==> config.mk <==
export PLATFORM = sky130hd
export DESIGN_NAME = modinv_feeder
export DESIGN_NICKNAME = d
export VERILOG_FILES = /design/src/rtl/modinv_pkg.sv /design/src/rtl/modinv_fifo.sv /design/src/rtl/modinv_feeder.sv
export SDC_FILE = /design/constraint.sdc
export NUM_CORES = 1
export LEC_CHECK = 0
export ABC_AREA = 0
export CORE_ASPECT_RATIO = 0.6
export CORE_MARGIN = 1.5
export CORE_UTILIZATION = 54
export DETAILED_ROUTE_END_ITERATION = 8
export PLACE_DENSITY_LB_ADDON = 0.12
export SYNTH_ARGS = -nofsm -noshare
export SYNTH_HDL_FRONTEND = slang
export SYNTH_SLANG_ARGS = --single-unit
==> constraint.sdc <==
create_clock -name clk -period 2.6 [get_ports clk]
set_input_delay 0.26 -clock clk [delete_from_list [all_inputs] [get_ports clk]]
set_output_delay 0.26 -clock clk [all_outputs]
set_load 0.005 [all_outputs]
==> src/rtl/modinv_pkg.sv <==
// Shared definitions for the modular-inverse front end: operand width, mode
// encodings, FSM state encoding and the buffered operand record.
package modinv_pkg;

    localparam int MODINV_W = 9;

    localparam logic MODE_PASS = 1'b0;
    localparam logic MODE_INV  = 1'b1;

    typedef logic [1:0] state_t;

    localparam state_t ST_IDLE  = 2'd0;
    localparam state_t ST_ISSUE = 2'd1;
    localparam state_t ST_WAIT  = 2'd2;
    localparam state_t ST_GAP   = 2'd3;

    typedef struct packed {
        logic                mode;
        logic [MODINV_W-1:0] data;
    } entry_t;

endpackage

==> src/rtl/modinv_fifo.sv <==
// Synchronous FIFO of {mode, data} operands with an exact occupancy count,
// so full and empty are both decoded directly from the count.
module modinv_fifo
    import modinv_pkg::*;
#(
    parameter  int DEPTH = 4,
    localparam int AW    = (DEPTH > 1) ? $clog2(DEPTH) : 1,
    localparam int CW    = $clog2(DEPTH) + 1
) (
    input  logic          clk,
    input  logic          rst,
    input  logic          push_i,
    input  entry_t        push_data_i,
    input  logic          pop_i,
    output entry_t        head_o,
    output logic          full_o,
    output logic          empty_o,
    output logic [CW-1:0] count_o
);

    entry_t        mem [DEPTH];
    logic [AW-1:0] wrPtr_q;
    logic [AW-1:0] rdPtr_q;
    logic [CW-1:0] count_q;
    logic [CW-1:0] count_d;

    // Storage carries no reset; only the pointers define what is valid.
    always_ff @(posedge clk) begin
        if (push_i) begin
            mem[wrPtr_q] <= push_data_i;
        end
    end

    always_comb begin
        count_d = count_q;
        case ({push_i, pop_i})
            2'b10:   count_d = count_q + 1'b1;
            2'b01:   count_d = count_q - 1'b1;
            default: count_d = count_q;
        endcase
    end

    always_ff @(posedge clk or posedge rst) begin
        if (rst) begin
            wrPtr_q <= '0;
            rdPtr_q <= '0;
            count_q <= '0;
        end else begin
            if (push_i) begin
                wrPtr_q <= wrPtr_q + 1'b1;
            end
            if (pop_i) begin
                rdPtr_q <= rdPtr_q + 1'b1;
            end
            count_q <= count_d;
        end
    end

    assign head_o  = mem[rdPtr_q];
    assign full_o  = (count_q == CW'(DEPTH));
    assign empty_o = (count_q == '0);
    assign count_o = count_q;

endmodule

==> src/rtl/modinv_feeder.sv <==
// Operand sequencer in front of the modular-inverse unit: buffers operands and
// issues one at a time, waiting for completion. Watchdog: MODINV_FEEDER_TIMEOUT_EN.
module modinv_feeder
    import modinv_pkg::*;
#(
    parameter int DEPTH   = 4,
    parameter int TIMEOUT = 127
) (
    input  logic                  clk,
    input  logic                  rst,
    input  logic                  s_valid,
    output logic                  s_ready,
    input  logic [MODINV_W-1:0]   s_data,
    input  logic                  s_mode,
    output logic                  inv_in_valid,
    output logic [MODINV_W-1:0]   inv_data,
    output logic                  inv_mode,
    input  logic                  inv_done,
    output logic                  busy,
    output logic [$clog2(DEPTH):0] fifo_count,
    output logic                  zero_drop,
    output logic                  err_timeout
);

    if (DEPTH < 2 || DEPTH > 16 || (DEPTH & (DEPTH - 1)) != 0) begin : gBadDepth
        $error("modinv_feeder: DEPTH must be a power of two in 2..16");
    end
    if (TIMEOUT < 8 || TIMEOUT > 255) begin : gBadTimeout
        $error("modinv_feeder: TIMEOUT must be in 8..255");
    end

    entry_t head;
    logic   full;
    logic   empty;
    logic   push;
    logic   pop;

    state_t               state_q,    state_d;
    logic                 inValid_q,  inValid_d;
    logic [MODINV_W-1:0]  invData_q,  invData_d;
    logic                 invMode_q,  invMode_d;
    logic                 busy_q,     busy_d;
    logic                 zeroDrop_q, zeroDrop_d;

    assign push = s_valid && !full;
    assign pop  = (state_q == ST_IDLE) && !empty;

    modinv_fifo #(
        .DEPTH (DEPTH)
    ) uFifo (
        .clk         (clk),
        .rst         (rst),
        .push_i      (push),
        .push_data_i ({s_mode, s_data}),
        .pop_i       (pop),
        .head_o      (head),
        .full_o      (full),
        .empty_o     (empty),
        .count_o     (fifo_count)
    );

`ifdef MODINV_FEEDER_TIMEOUT_EN
    localparam logic [7:0] WDOG_LAST = 8'(TIMEOUT - 1);

    logic [7:0] wdog_q,       wdog_d;
    logic       errTimeout_q, errTimeout_d;
`endif

    // Every head of the FIFO is consumed in IDLE; a zero in inverse mode has
    // no inverse, so it is dropped there instead of being issued.
    always_comb begin
        state_d    = state_q;
        inValid_d  = 1'b0;
        invData_d  = invData_q;
        invMode_d  = invMode_q;
        zeroDrop_d = 1'b0;
`ifdef MODINV_FEEDER_TIMEOUT_EN
        wdog_d       = wdog_q;
        errTimeout_d = 1'b0;
`endif
        case (state_q)
            ST_IDLE: begin
                if (!empty) begin
                    if (head.mode == MODE_INV && head.data == '0) begin
                        zeroDrop_d = 1'b1;
                    end else begin
                        invData_d = head.data;
                        invMode_d = head.mode;
                        inValid_d = 1'b1;
                        state_d   = ST_ISSUE;
                    end
                end
            end
            ST_ISSUE: begin
                state_d = ST_WAIT;
`ifdef MODINV_FEEDER_TIMEOUT_EN
                wdog_d  = '0;
`endif
            end
            ST_WAIT: begin
                if (inv_done) begin
                    state_d = ST_GAP;
                end
`ifdef MODINV_FEEDER_TIMEOUT_EN
                else if (wdog_q == WDOG_LAST) begin
                    errTimeout_d = 1'b1;
                    state_d      = ST_GAP;
                end else begin
                    wdog_d = wdog_q + 1'b1;
                end
`endif
            end
            ST_GAP: begin
                state_d = ST_IDLE;
            end
            default: begin
                state_d = ST_IDLE;
            end
        endcase
        busy_d = (state_d != ST_IDLE);
    end

    always_ff @(posedge clk or posedge rst) begin
        if (rst) begin
            state_q    <= ST_IDLE;
            inValid_q  <= 1'b0;
            invData_q  <= '0;
            invMode_q  <= MODE_PASS;
            busy_q     <= 1'b0;
            zeroDrop_q <= 1'b0;
        end else begin
            state_q    <= state_d;
            inValid_q  <= inValid_d;
            invData_q  <= invData_d;
            invMode_q  <= invMode_d;
            busy_q     <= busy_d;
            zeroDrop_q <= zeroDrop_d;
        end
    end

`ifdef MODINV_FEEDER_TIMEOUT_EN
    always_ff @(posedge clk or posedge rst) begin
        if (rst) begin
            wdog_q       <= '0;
            errTimeout_q <= 1'b0;
        end else begin
            wdog_q       <= wdog_d;
            errTimeout_q <= errTimeout_d;
        end
    end

    assign err_timeout = errTimeout_q;
`else
    assign err_timeout = 1'b0;
`endif

    assign s_ready      = !full;
    assign inv_in_valid = inValid_q;
    assign inv_data     = invData_q;
    assign inv_mode     = invMode_q;
    assign busy         = busy_q;
    assign zero_drop    = zeroDrop_q;

endmodule
==> results.yml, run 1 <==
placement:
  worst_setup_timing_slack_at_the_placement_stage_ns: 0.320
  gp_routability_congestion: 0.742
  dp.final_hpwl_um: 3260
  io_buffers: 30
timing:
  number_of_setup_violations_in_the_final_report: 0
  setup-tns-final_ns: 0
  rsz0062_at_grt: "no"
  max-slew-margin-rel: 0.452
  finClkSkew_ns: 0.00552
  period_share: 0.882
  tightestPinTransition_ns: 0.821
  fin_worst_hold_slack_ns: 0.387
  final_hold_fails: 0
  max_clock_freq_mhz: 436
  period_needed_ns: 2.29
  final_critical_path_setup_slack_ns: 0.306
  timing_max_transition_violations_final: 0
floorplan:
  floorplan.initialDensity: 0.582
  floorplan.rows: 18
  die_boundary_width_um: 90.2
  top_level_ports: 32
  design.die.area_sq_um: 4990
  die-height_um: 55.3
  core_sq_um: 4230
synth:
  synth_enable_flop_cells: 40
  netlist_top_cells_count: "40 x sky130_fd_sc_hd__edfxtp_1, 22 x sky130_fd_sc_hd__dfrtp_1, 19 x sky130_fd_sc_hd__inv_1"
  asyncSetResetFlopFracSynth: 0.355
  post_synth_main_area_contributors: "sky130_fd_sc_hd__edfxtp_1 49%, sky130_fd_sc_hd__dfrtp_1 22%, sky130_fd_sc_hd__mux4_2 9.1%"
  synth_largest_area_cell: "sky130_fd_sc_hd__edfxtp_1"
  synth_cell_types: 30
  syn_inst: 150
  share_of_synthesized_cell_area_in_full_adder_half_adder_and_majority_cells: 0.0437
  synth-warning-count: 0
  synth.cell_area_sq_um: 2460
  yosys.cell_count.top_type: "sky130_fd_sc_hd__edfxtp_1"
  yosysSeqAreaShare: 0.711
  post_synth_top_flop: "sky130_fd_sc_hd__edfxtp_1"
  postSynthRegisterBits: 62
  dominant_combinational_cell_family_by_area_after_synthesis: "multiplexers"
  synth_area_in_compound_gates: 0.0299
  post_synth_simple_gate_area: 0.0513
  synth_top_area_share: 0.487
  synthXorXnorAreaFrac: 0.0213
  synthesis.nets: 172
  syn_area_per_cell_sq_um: 16.4
  synth.area.mux_share: 0.100
cts:
  ctsRootBufferMaster: "sky130_fd_sc_hd__clkbuf_8"
  clkSlewWorstSetupHoldPaths_ns: 0.07
  ctsHoldBuffers: 0
  tritoncts: "built"
  clock_latency_on_the_worst_skew_pair_ns: 0.34
  clock_sinks: 62
  clockBufferDepth: 2
  cts_max_level: 3
  post_cts_buffers: 0
  cts_inserted_buffers: 9
  cts-resized-gates: 0
worst_setup_path:
  critPathSlowestCell: "sky130_fd_sc_hd__mux4_2"
  setup.worst_path.start_class: "flop"
  worst-endpoint-arrival_ns: 2.52
  criticalPathCategory: "flop to flop"
  worst-path-max-fanout: 12
  path_cells: "buf_4, mux4_2, nor4_1, a31oi_1, buf_4, o22a_1"
  critical-path-top-cell-by-count: "sky130_fd_sc_hd__buf_4"
  reg2reg_slack_ns: 0.31
  worstPathRequired_ns: 2.83
  endpoint_kind_of_the_worst_setup_timing_path: "flop"
  critical-path-max-stage-delay_ns: 0.55
  critical_path.top_delay_family: "multiplexers"
  timing.critical_path.buf_inv: 2
detailed_routing:
  wl_per_cell_um: 17.5
  met3_wirelength_um: 329
  drt.antenna.violating_nets: 0
  detailroute.wirelength.met2_um: 2060
  wirelength_met1_um: 2030
  route.top_layer_used: "met4"
  route.detailed.vias_per_inst: 5.30
  vias_post_dr: 1352
  route.detailed.drc: 0
  routed_wl_um: 4470
  detailedRoute.firstIterationViolations: 47
  detail_route.first_pass.iterations: 4
cells_and_area:
  drive_above_1_share: 0.154
  post_layout_nets: 212
  flow.area_growth_from_synthesis_pct: 23.2
  nFillCells: 281
  multi_input_comb_area_sq_um: 611
  register_area_sq_um: 1750
  insertedDiodeCount: 0
outcome:
  run_status: "finished clean"
global_route:
  globalRoute.totalOverflow: 0
  global_route.usage.total: 0.208
  pin_count_of_the_biggest_net_entering_global_routing: 23
  antenna_found_initial: 0
  grt_first_pass_wirelength_um: 7310
  first_global_vias: 1398
hold_path:
  hold_class: "input port to asynchronous set/reset pin"
power_and_ir_drop:
  total_power_mw: 3.63
  pwr_density_cell_nw_per_um2: 1200
  total_leakage_power_nw: 1.18
  vdd_ir_drop_max_v: 0.000587
run:
  max-cap-violations: 0
-- report_power, final --
part,leakage (nW),total (mW),internal (mW),switching [mW]
combinational,0.459,1.27,0.664,0.608
sequential,0.630,1.55,1.37,0.179
clock,0.0914,0.815,0.442,0.373
-- worst reg2reg max path, stage by stage (launching register included) --
cell and delay, ns:
sky130_fd_sc_hd__dfrtp_1 0.49, sky130_fd_sc_hd__buf_4 0.23, sky130_fd_sc_hd__mux4_2 0.56, sky130_fd_sc_hd__nor4_1 0.35, sky130_fd_sc_hd__a31oi_1 0.16, sky130_fd_sc_hd__buf_4 0.22
sky130_fd_sc_hd__o22a_1 0.18
-- per-stage QoR --
step           std cells   util  instance area, sq um
6_report             255  0.717                  3040
5_1_grt              255  0.717                  3040
4_1_cts              255  0.717                  3040
3_5_place_dp         239  0.671                  2840
3_3_place_gp         239  0.671                  2840
2_1_floorplan        150      -                  2460
-- cells by family after synthesis --
family,after synthesis
flip-flops,62
AND/OR/NAND/NOR,24
buffers and inverters,24
AO/OA/AOI/OAI,13
multiplexers,12
adder cells (fa/ha/maj),8
XOR/XNOR,6
other,1
-- cell usage in the layout (no fill, tap or decap), types with 2 or more instances in the layout --
cell type,n
sky130_fd_sc_hd__nand2_1,10
sky130_fd_sc_hd__edfxtp_1,40
sky130_fd_sc_hd__clkbuf_8,9
sky130_fd_sc_hd__o21ai_1,9
sky130_fd_sc_hd__and3_1,4
sky130_fd_sc_hd__buf_4,4
sky130_fd_sc_hd__clkinvlp_4,3
sky130_fd_sc_hd__clkinv_4,2
sky130_fd_sc_hd__xnor2_1,4
sky130_fd_sc_hd__dfrtp_1,22
sky130_fd_sc_hd__inv_1,19
sky130_fd_sc_hd__clkdlybuf4s50_1,30
sky130_fd_sc_hd__nor2b_1,2
sky130_fd_sc_hd__mux4_2,10
sky130_fd_sc_hd__nor4_1,2
sky130_fd_sc_hd__ha_1,7
sky130_fd_sc_hd__xor2_1,2
-- layout make-up --
cell class,count,area share
flip-flops and latches,62,0.577
multi-input cells,64,0.201
repair buffers,34,0.109
clock buffers,9,0.0408
clock inverters,7,0.0247
well taps,60,0.0247
inverters,19,0.0235
-- final timing paths --
path / from / end / cells after the start
setup reg to reg: uFifo.rdPtr_q[0] / inv_mode / 6
setup / recovery: uFifo.rdPtr_q[0] / inv_mode / 6
hold reg to reg: inv_mode / inv_mode / 1
max in group asynchronous: rst / inv_data[6] / 2
min in group clk: inv_mode / inv_mode / 1
hold / removal: rst / uFifo.wrPtr_q[1] / 2
-- state kept, by name, indices dropped and copies added, names as in the netlist --
register and count:
zero_drop 1, uFifo.mem 40, inv_in_valid 1, uFifo.wrPtr_q 2
inv_mode 1, uFifo.rdPtr_q 2, inv_data 9, uFifo.count_o 3
busy 1, state_q 2
-- layer usage --
layer | GRT usage | up-vias
li1 | - | 622
met1 | 0.279 | 659
met2 | 0.298 | 62
met3 | 0.0909 | 9
met4 | 0.0884 | 0
met5 | 0 | -
Note: power is estimated with default switching activity, not from simulation.
==> inputs of run 2 (changes only) <==
--- a/config.mk
+++ b/config.mk
@@ -5,7 +5,7 @@
 export SDC_FILE = /design/constraint.sdc
 export NUM_CORES = 1
 export LEC_CHECK = 0
-export ABC_AREA = 0
+export CAP_MARGIN = 20
 export CORE_ASPECT_RATIO = 0.6
 export CORE_MARGIN = 1.5
 export CORE_UTILIZATION = 54
==> results of run 2 <==
The final DEF is identical to that of run 1; final timing and power are the same.
